## config.mk

```make
export PLATFORM = sky130hd
export DESIGN_NAME = core_pipe_fetch_req
export DESIGN_NICKNAME = d
export VERILOG_FILES = /design/src/rtl/core_pipe_fetch_req_pkg.sv /design/src/rtl/core_pipe_fetch_req_fifo.sv /design/src/rtl/core_pipe_fetch_req.sv
export SDC_FILE = /design/constraint.sdc
export NUM_CORES = 1
export LEC_CHECK = 0
export CORE_MARGIN = 1
export CORE_UTILIZATION = 49
export CTS_CLUSTER_DIAMETER = 30
export DETAILED_ROUTE_END_ITERATION = 7
export DONT_BUFFER_PORTS = 1
export PLACE_DENSITY_LB_ADDON = 0.25
export SYNTH_ARGS = -nofsm -noshare
export SYNTH_HDL_FRONTEND = slang
export SYNTH_SLANG_ARGS = --single-unit
```

## constraint.sdc

```tcl
create_clock -name g_clk -period 6.8 [get_ports g_clk]
set_clock_uncertainty 0.1 [all_clocks]
set_input_delay 1.36 -clock g_clk [delete_from_list [all_inputs] [get_ports g_clk]]
set_output_delay 1.36 -clock g_clk [all_outputs]
set_load 0.03 [all_outputs]
```

## src/rtl/core_pipe_fetch_req_pkg.sv

```systemverilog
// Shared fetch-front-end constants and the inflight tracker entry layout.
// The buffer capacity here is the same one the fetch data buffer is sized from.
package core_pipe_fetch_req_pkg;

    localparam int FETCH_BUF_BYTES = 12;
    localparam int FETCH_OFF_W     = 2;

    typedef struct packed {
        logic                   discard;
        logic [FETCH_OFF_W-1:0] off;
    } fetch_inflight_t;

    // Bytes delivered by a request starting at halfword offset off within a doubleword
    function automatic logic [3:0] fetch_nbytes(input logic [FETCH_OFF_W-1:0] off);
        return 4'd8 - {1'b0, off, 1'b0};
    endfunction

endpackage

```

## src/rtl/core_pipe_fetch_req_fifo.sv

```systemverilog
// In-order tracker of granted, unanswered fetch requests.
// A mark-all-discard also tags an entry pushed in the same cycle.
module core_pipe_fetch_req_fifo
    import core_pipe_fetch_req_pkg::*;
#(
    parameter int DEPTH = 2,
    parameter int CW    = $clog2(DEPTH + 1)
) (
    input  logic            g_clk,
    input  logic            g_resetn,
    input  logic            push,
    input  fetch_inflight_t push_entry,
    input  logic            pop,
    input  logic            discard_all,
    output fetch_inflight_t head,
    output logic [CW-1:0]   count
);

    localparam int PW = (DEPTH > 1) ? $clog2(DEPTH) : 1;

    logic [PW-1:0]   wr_ptr_reg;
    logic [PW-1:0]   rd_ptr_reg;
    logic [CW-1:0]   count_reg;
    fetch_inflight_t entries [DEPTH];

    function automatic logic [PW-1:0] ptr_inc(input logic [PW-1:0] p);
        return (p == PW'(DEPTH - 1)) ? '0 : p + 1'b1;
    endfunction

    genvar gi;
    generate
        for (gi = 0; gi < DEPTH; gi++) begin : g_entry
            fetch_inflight_t entry_reg;

            always_ff @(posedge g_clk) begin
                if (!g_resetn) begin
                    entry_reg <= '0;
                end else if (push && (wr_ptr_reg == PW'(gi))) begin
                    entry_reg.off     <= push_entry.off;
                    entry_reg.discard <= push_entry.discard | discard_all;
                end else if (discard_all) begin
                    entry_reg.discard <= 1'b1;
                end
            end

            assign entries[gi] = entry_reg;
        end
    endgenerate

    always_ff @(posedge g_clk) begin
        if (!g_resetn) begin
            wr_ptr_reg <= '0;
            rd_ptr_reg <= '0;
            count_reg  <= '0;
        end else begin
            if (push) wr_ptr_reg <= ptr_inc(wr_ptr_reg);
            if (pop)  rd_ptr_reg <= ptr_inc(rd_ptr_reg);
            count_reg <= count_reg + CW'(push) - CW'(pop);
        end
    end

    // A response with nothing outstanding means the memory side lost sync
    always_ff @(posedge g_clk) begin
        if (g_resetn && pop) assert (count_reg != '0);
    end

    assign head  = entries[rd_ptr_reg];
    assign count = count_reg;

endmodule

```

## src/rtl/core_pipe_fetch_req.sv

```systemverilog
// Fetch request issue, response alignment and redirect handling ahead of the fetch buffer.
// Optional CORE_FETCH_ERR_HALT_EN: stop issuing after an error response until the next redirect.
module core_pipe_fetch_req
    import core_pipe_fetch_req_pkg::*;
#(
    parameter logic [63:0] PC_RESET     = 64'h0000_0000_8000_0000,
    parameter int          BUF_BYTES    = FETCH_BUF_BYTES,
    parameter int          MAX_INFLIGHT = 2
) (
    input  logic        g_clk,
    input  logic        g_resetn,
    input  logic        cf_req,
    input  logic [63:0] cf_target,
    output logic        cf_ack,
    output logic        imem_req,
    input  logic        imem_gnt,
    output logic [63:0] imem_addr,
    input  logic        imem_rsp_valid,
    input  logic [63:0] imem_rsp_rdata,
    input  logic        imem_rsp_error,
    input  logic [4:0]  buf_depth,
    output logic        buf_flush,
    output logic [63:0] buf_data,
    output logic        buf_error,
    output logic        buf_fill_2,
    output logic        buf_fill_4,
    output logic        buf_fill_6,
    output logic        buf_fill_8
);

    localparam int CW = $clog2(MAX_INFLIGHT + 1);

    logic [63:0]            fetch_ptr_reg, fetch_ptr_next;
    logic [6:0]             inflight_bytes_reg, inflight_bytes_next;
    logic                   req_hold_reg;
    logic                   halt_reg;
    logic [FETCH_OFF_W-1:0] off;
    logic [3:0]             nb, rsp_nb;
    logic [6:0]             fetch_room;
    logic                   issue_ok, push, rsp_live;
    fetch_inflight_t        head;
    logic [CW-1:0]          inflight_cnt;

    assign off        = fetch_ptr_reg[2:1];
    assign nb         = fetch_nbytes(off);
    assign imem_addr  = {fetch_ptr_reg[63:3], 3'b000};
    assign fetch_room = 7'(buf_depth) + inflight_bytes_reg + 7'(nb);
    assign issue_ok   = (int'(inflight_cnt) < MAX_INFLIGHT) && (fetch_room <= 7'(BUF_BYTES));

    // Once raised, the request holds until granted regardless of buffer movement
    assign imem_req  = g_resetn & (req_hold_reg | (issue_ok & ~halt_reg));
    assign cf_ack    = g_resetn & cf_req & ~(imem_req & ~imem_gnt);
    assign buf_flush = cf_ack;
    assign push      = imem_req & imem_gnt;

    core_pipe_fetch_req_fifo #(
        .DEPTH (MAX_INFLIGHT),
        .CW    (CW)
    ) u_fifo (
        .g_clk       (g_clk),
        .g_resetn    (g_resetn),
        .push        (push),
        .push_entry  ('{discard: 1'b0, off: off}),
        .pop         (imem_rsp_valid),
        .discard_all (cf_ack),
        .head        (head),
        .count       (inflight_cnt)
    );

    assign rsp_live   = g_resetn & imem_rsp_valid & ~head.discard & ~cf_ack;
    assign rsp_nb     = fetch_nbytes(head.off);
    assign buf_data   = rsp_live ? (imem_rsp_rdata >> {head.off, 4'b0000}) : '0;
    assign buf_error  = rsp_live & imem_rsp_error;
    assign buf_fill_8 = rsp_live & (head.off == 2'd0);
    assign buf_fill_6 = rsp_live & (head.off == 2'd1);
    assign buf_fill_4 = rsp_live & (head.off == 2'd2);
    assign buf_fill_2 = rsp_live & (head.off == 2'd3);

`ifdef CORE_FETCH_ERR_HALT_EN
    always_ff @(posedge g_clk) begin
        if (!g_resetn)                       halt_reg <= 1'b0;
        else if (cf_ack)                     halt_reg <= 1'b0;
        else if (rsp_live && imem_rsp_error) halt_reg <= 1'b1;
    end
`else
    assign halt_reg = 1'b0;
`endif

    // Discarded entries carry no byte credit, so a redirect simply zeroes the tally
    always_comb begin
        fetch_ptr_next      = fetch_ptr_reg;
        inflight_bytes_next = inflight_bytes_reg;
        if (cf_ack) begin
            fetch_ptr_next      = {cf_target[63:1], 1'b0};
            inflight_bytes_next = '0;
        end else begin
            if (push) fetch_ptr_next = imem_addr + 64'd8;
            inflight_bytes_next = inflight_bytes_reg
                                + (push     ? 7'(nb)     : 7'd0)
                                - (rsp_live ? 7'(rsp_nb) : 7'd0);
        end
    end

    always_ff @(posedge g_clk) begin
        if (!g_resetn) begin
            fetch_ptr_reg      <= PC_RESET;
            inflight_bytes_reg <= '0;
            req_hold_reg       <= 1'b0;
        end else begin
            fetch_ptr_reg      <= fetch_ptr_next;
            inflight_bytes_reg <= inflight_bytes_next;
            req_hold_reg       <= imem_req & ~imem_gnt;
        end
    end

endmodule

```

==> impl_results.html <==
<table>
<tr><th>Metric</th><th>Value</th></tr>
<tr><th colspan="2">Status</th></tr>
<tr><td>Outcome</td><td>completed</td></tr>
<tr><th colspan="2">Synth</th></tr>
<tr><td>Synthesized instance count</td><td>1009</td></tr>
<tr><td>Count of flip-flops with a built-in enable after synthesis</td><td>0</td></tr>
<tr><td>Cell area after synthesis</td><td>between 0.006 and 0.007 mm2</td></tr>
<tr><td>Synthesized flop and latch total</td><td>80</td></tr>
<tr><td>Count of different cell masters after synthesis</td><td>62</td></tr>
<tr><td>Prevailing post-synth register cell</td><td>sky130_fd_sc_hd__dfxtp_1</td></tr>
<tr><td>Fraction of registers with async set/reset</td><td>0%</td></tr>
<tr><td>Cell accounting for the most synthesized area</td><td>sky130_fd_sc_hd__dfxtp_1</td></tr>
<tr><td>Top area cells in the synthesized netlist</td><td>sky130_fd_sc_hd__dfxtp_1 23%, sky130_fd_sc_hd__nand2_1 11%, sky130_fd_sc_hd__a21oi_1 7.5%</td></tr>
<tr><td>Synth warnings</td><td>0</td></tr>
<tr><td>Yosys top cell area share</td><td>a little under a quarter</td></tr>
<tr><td>Sequential share of the synthesized area</td><td>23.0%</td></tr>
<tr><td>Synth Area per Inst</td><td>approximately 6.9 um2</td></tr>
<tr><th colspan="2">Finish</th></tr>
<tr><td>Share of final-layout standard cells stronger than drive strength 1</td><td>13.2%</td></tr>
<tr><td>Antenna cell count</td><td>0</td></tr>
<tr><td>Number of nets in the layout</td><td>1128</td></tr>
<tr><td>Leading cell types in the layout, fill and taps excluded</td><td>202 x sky130_fd_sc_hd__nand2_1, 104 x sky130_fd_sc_hd__a21oi_1, 80 x sky130_fd_sc_hd__dfxtp_1, 78 x sky130_fd_sc_hd__buf_4, 66 x sky130_fd_sc_hd__nor2_1</td></tr>
<tr><td>Max reg flops</td><td>63</td></tr>
<tr><td>Synth-to-layout area growth</td><td>6.18%</td></tr>
<tr><td>Leading cell type in the layout, fill and taps excluded</td><td>sky130_fd_sc_hd__nand2_1</td></tr>
<tr><th colspan="2">STA</th></tr>
<tr><td>Final critical-path required period</td><td>6370 ps</td></tr>
<tr><td>Slew at the pin closest to its max-slew limit</td><td>between 1000 and 1500 ps</td></tr>
<tr><td>Achievable frequency</td><td>157 MHz</td></tr>
<tr><td>Max-Slew Margin vs Limit</td><td>28.3%</td></tr>
<tr><td>Final hold violation count</td><td>0</td></tr>
<tr><td>Number of pins with negative max-slew slack in the final report</td><td>0</td></tr>
<tr><td>Worst hold slack</td><td>about 390 ps</td></tr>
<tr><td>Tcrit/Tclk final</td><td>93.7%</td></tr>
<tr><td>Total of endpoints with negative setup slack in the final report</td><td>0</td></tr>
<tr><td>Setup total negative slack</td><td>0 ps</td></tr>
<tr><td>Unrepaired setup endpoints after global routing</td><td>no</td></tr>
<tr><th colspan="2">Critical path</th></tr>
<tr><td>Worst-path maximum fanout</td><td>19</td></tr>
<tr><td>Worst path arrival time</td><td>4910 ps</td></tr>
<tr><td>Path type of the worst setup path</td><td>in -&gt; out</td></tr>
<tr><td>Category of the worst setup path launch point</td><td>primary input</td></tr>
<tr><td>Cells along the critical path</td><td>fa_1 &gt; inv_1 &gt; fa_1 &gt; nor2b_1 &gt; o41ai_2 &gt; nor4_4 &gt; a41oi_4 &gt; or3_1 &gt; buf_4 &gt; a311oi_1 &gt; buf_4</td></tr>
<tr><td>Largest incremental delay on the critical path</td><td>550 ps</td></tr>
<tr><td>Critical path buffer and inverter count</td><td>3</td></tr>
<tr><td>Cell class contributing the biggest share of worst-path delay</td><td>simple AND/OR/NAND/NOR gates</td></tr>
<tr><td>FF-to-FF path depth</td><td>22</td></tr>
<tr><td>Endpoint kind of the worst setup timing path</td><td>output pin</td></tr>
<tr><td>Slowest CP cell</td><td>sky130_fd_sc_hd__fa_1</td></tr>
<tr><td>Number of cells on the critical path</td><td>11</td></tr>
<tr><td>Data required time of the worst path</td><td>5340 ps</td></tr>
<tr><th colspan="2">Routing</th></tr>
<tr><td>Total length of routed wires</td><td>22000 um</td></tr>
<tr><td>Via count</td><td>7184</td></tr>
<tr><td>Routed length per instance</td><td>between 15 and 20 um</td></tr>
<tr><td>Vias per cell</td><td>about 6.3</td></tr>
<tr><td>Number of detailed-routing iterations run before antenna repair</td><td>5</td></tr>
<tr><td>Antenna-violating nets left</td><td>0</td></tr>
<tr><td>Detailed-route DRC error count</td><td>0</td></tr>
<tr><td>Violation count after the first detailed-route iteration</td><td>607</td></tr>
<tr><th colspan="2">Worst hold path</th></tr>
<tr><td>Min-delay worst type</td><td>reg -&gt; reg</td></tr>
<tr><td>Hold Path Cell Cnt</td><td>1</td></tr>
<tr><th colspan="2">Clocking</th></tr>
<tr><td>Root cell of the clock tree</td><td>sky130_fd_sc_hd__clkbuf_16</td></tr>
<tr><td>Post-CTS setup-driven buffer insertion count</td><td>0</td></tr>
<tr><td>Post-CTS clock slew at the launch and capture registers of the worst setup and hold paths</td><td>60 ps</td></tr>
<tr><td>Count of hold buffers inserted by post-cts repair</td><td>0</td></tr>
<tr><td>Clk Latency, worst-skew pair</td><td>340 ps</td></tr>
<tr><td>Sinks on Clock Net</td><td>80</td></tr>
<tr><td>CTS tree</td><td>yes</td></tr>
<tr><td>CTS max path bufs</td><td>2</td></tr>
<tr><td>Total of cells resized after clock tree synthesis</td><td>0</td></tr>
<tr><td>H-tree levels</td><td>3</td></tr>
<tr><td>Total CTS buffers</td><td>9</td></tr>
<tr><th colspan="2">Global route</th></tr>
<tr><td>Total global routing overflow</td><td>0</td></tr>
<tr><td>Pin count of the biggest net entering global routing</td><td>123</td></tr>
<tr><td>Initial antenna violation count</td><td>0</td></tr>
<tr><td>Overall Global Routing Usage</td><td>28.9%</td></tr>
<tr><td>Global-route wire length before repair</td><td>about 34000 um</td></tr>
<tr><td>Number of global-route vias before repair</td><td>between 6000 and 7000</td></tr>
<tr><th colspan="2">Pwr</th></tr>
<tr><td>Leakage power total</td><td>0.00281 uW</td></tr>
<tr><td>Areal power density over the cells</td><td>321 mW/mm2</td></tr>
<tr><td>IR drop worst, VDD</td><td>between 0.15 and 0.2 mV</td></tr>
<tr><th colspan="2">Placement</th></tr>
<tr><td>Number of buffer cells added on primary ports</td><td>0</td></tr>
<tr><td>DP HPWL</td><td>about 15000 um</td></tr>
<tr><td>Final RePlAce weighted congestion</td><td>a little over 0.8</td></tr>
<tr><th colspan="2">Job</th></tr>
<tr><td>Max-capacitance violation count</td><td>0</td></tr>
<tr><th colspan="2">Die</th></tr>
<tr><td>Number of rows in the core area</td><td>43</td></tr>
<tr><td>Area of the core</td><td>0.0139 mm2</td></tr>
<tr><td>Initial core utilization</td><td>50.2%</td></tr>
<tr><td>Area of the die</td><td>0.0147 mm2</td></tr>
<tr><td>Horizontal die dimension</td><td>roughly 120 um</td></tr>
<tr><td>Die extent in y</td><td>~120 um</td></tr>
<tr><td>Count of pins on the block boundary</td><td>275</td></tr>
</table>
## cells by family (layout without fill, tap and decap cells)
logic type	count (synthesis)	in the layout	share of synthesized area, %
other	1	4	0.0538
adder cells (fa/ha/maj)	26	26	5.53
XOR/XNOR	10	10	1.26
flip-flops	80	80	23.0
AND/OR/NAND/NOR	427	427	28.6
multiplexers	13	13	1.90
buffers and inverters	172	128	12.8
AO/OA/AOI/OAI	280	280	26.8
## area by class of cell
class | count | area [um2]
repair buffers | 78 | 586
multi-input cells | 760 | 4540
clock inverters | 2 | 35.0
fillers | 1383 | 6480
well taps | 180 | 225
flip-flops and latches | 80 | 1600
clock buffers | 14 | 284
inverters | 34 | 128
## per-stage QoR
step	power (uW)	instance area, um2	instances	setup slack, ps	util (%)
after floorplan	1690	6980	1012	591	-
after global placement	1840	7080	1132	510	51.0
after detailed placement	1850	7080	1132	519	51.0
after CTS	2370	7400	1148	511	53.3
after global routing	2530	7400	1148	306	53.3
final	2370	7400	1148	427	53.3
## routing by layer
metal | share of wire, % | track usage [%] | up-vias | wire [um]
li1 | - | - | 3472 | -
met1 | 44 | 38.6 | 3384 | 9640
met2 | 46 | 45.1 | 284 | 10100
met3 | 7.8 | 6.67 | 44 | 1730
met4 | 2.7 | 11.2 | 0 | 596
met5 | 0 | 0 | - | 0
## synth_stat cells (all sizes together), types with 3 or more instances
cell type	instances
nand2	204
a21oi	104
dfxtp	80
buf	76
nor2	67
clkbuf	62
o22ai	44
nand3	42
a211oi	35
inv	32
and3	26
a22oi	20
nand4	19
ha	18
a311oi	16
mux2i	11
nor3	11
nor4	11
o21ai	11
and2	10
a32o	9
o41ai	9
fa	8
or2	8
or3	8
o21bai	7
xnor2	6
o31a	5
or4	5
nand2b	4
nor2b	4
nor3b	4
xor2	4
a31o	3
a31oi	3
## report_power, final
group	switching (uW)	leakage (uW)	internal (uW)
Sequential	281	0.000652	567
Clock	195	0.000159	324
Combinational	640	0.00200	365
Total	1120	0.00281	1260
## path summary, 6_finish.rpt
kind	slack [ps]	end	from
hold / removal	390	u_fifo.entries[2]	u_fifo.entries[2]
setup reg to reg	1360	inflight_bytes_reg[6]	fetch_ptr_reg[1]
setup / recovery	430	buf_data[10]	buf_depth[2]
hold reg to reg	390	u_fifo.entries[2]	u_fifo.entries[2]
No activity file was read; power rests on OpenSTA's default activity.
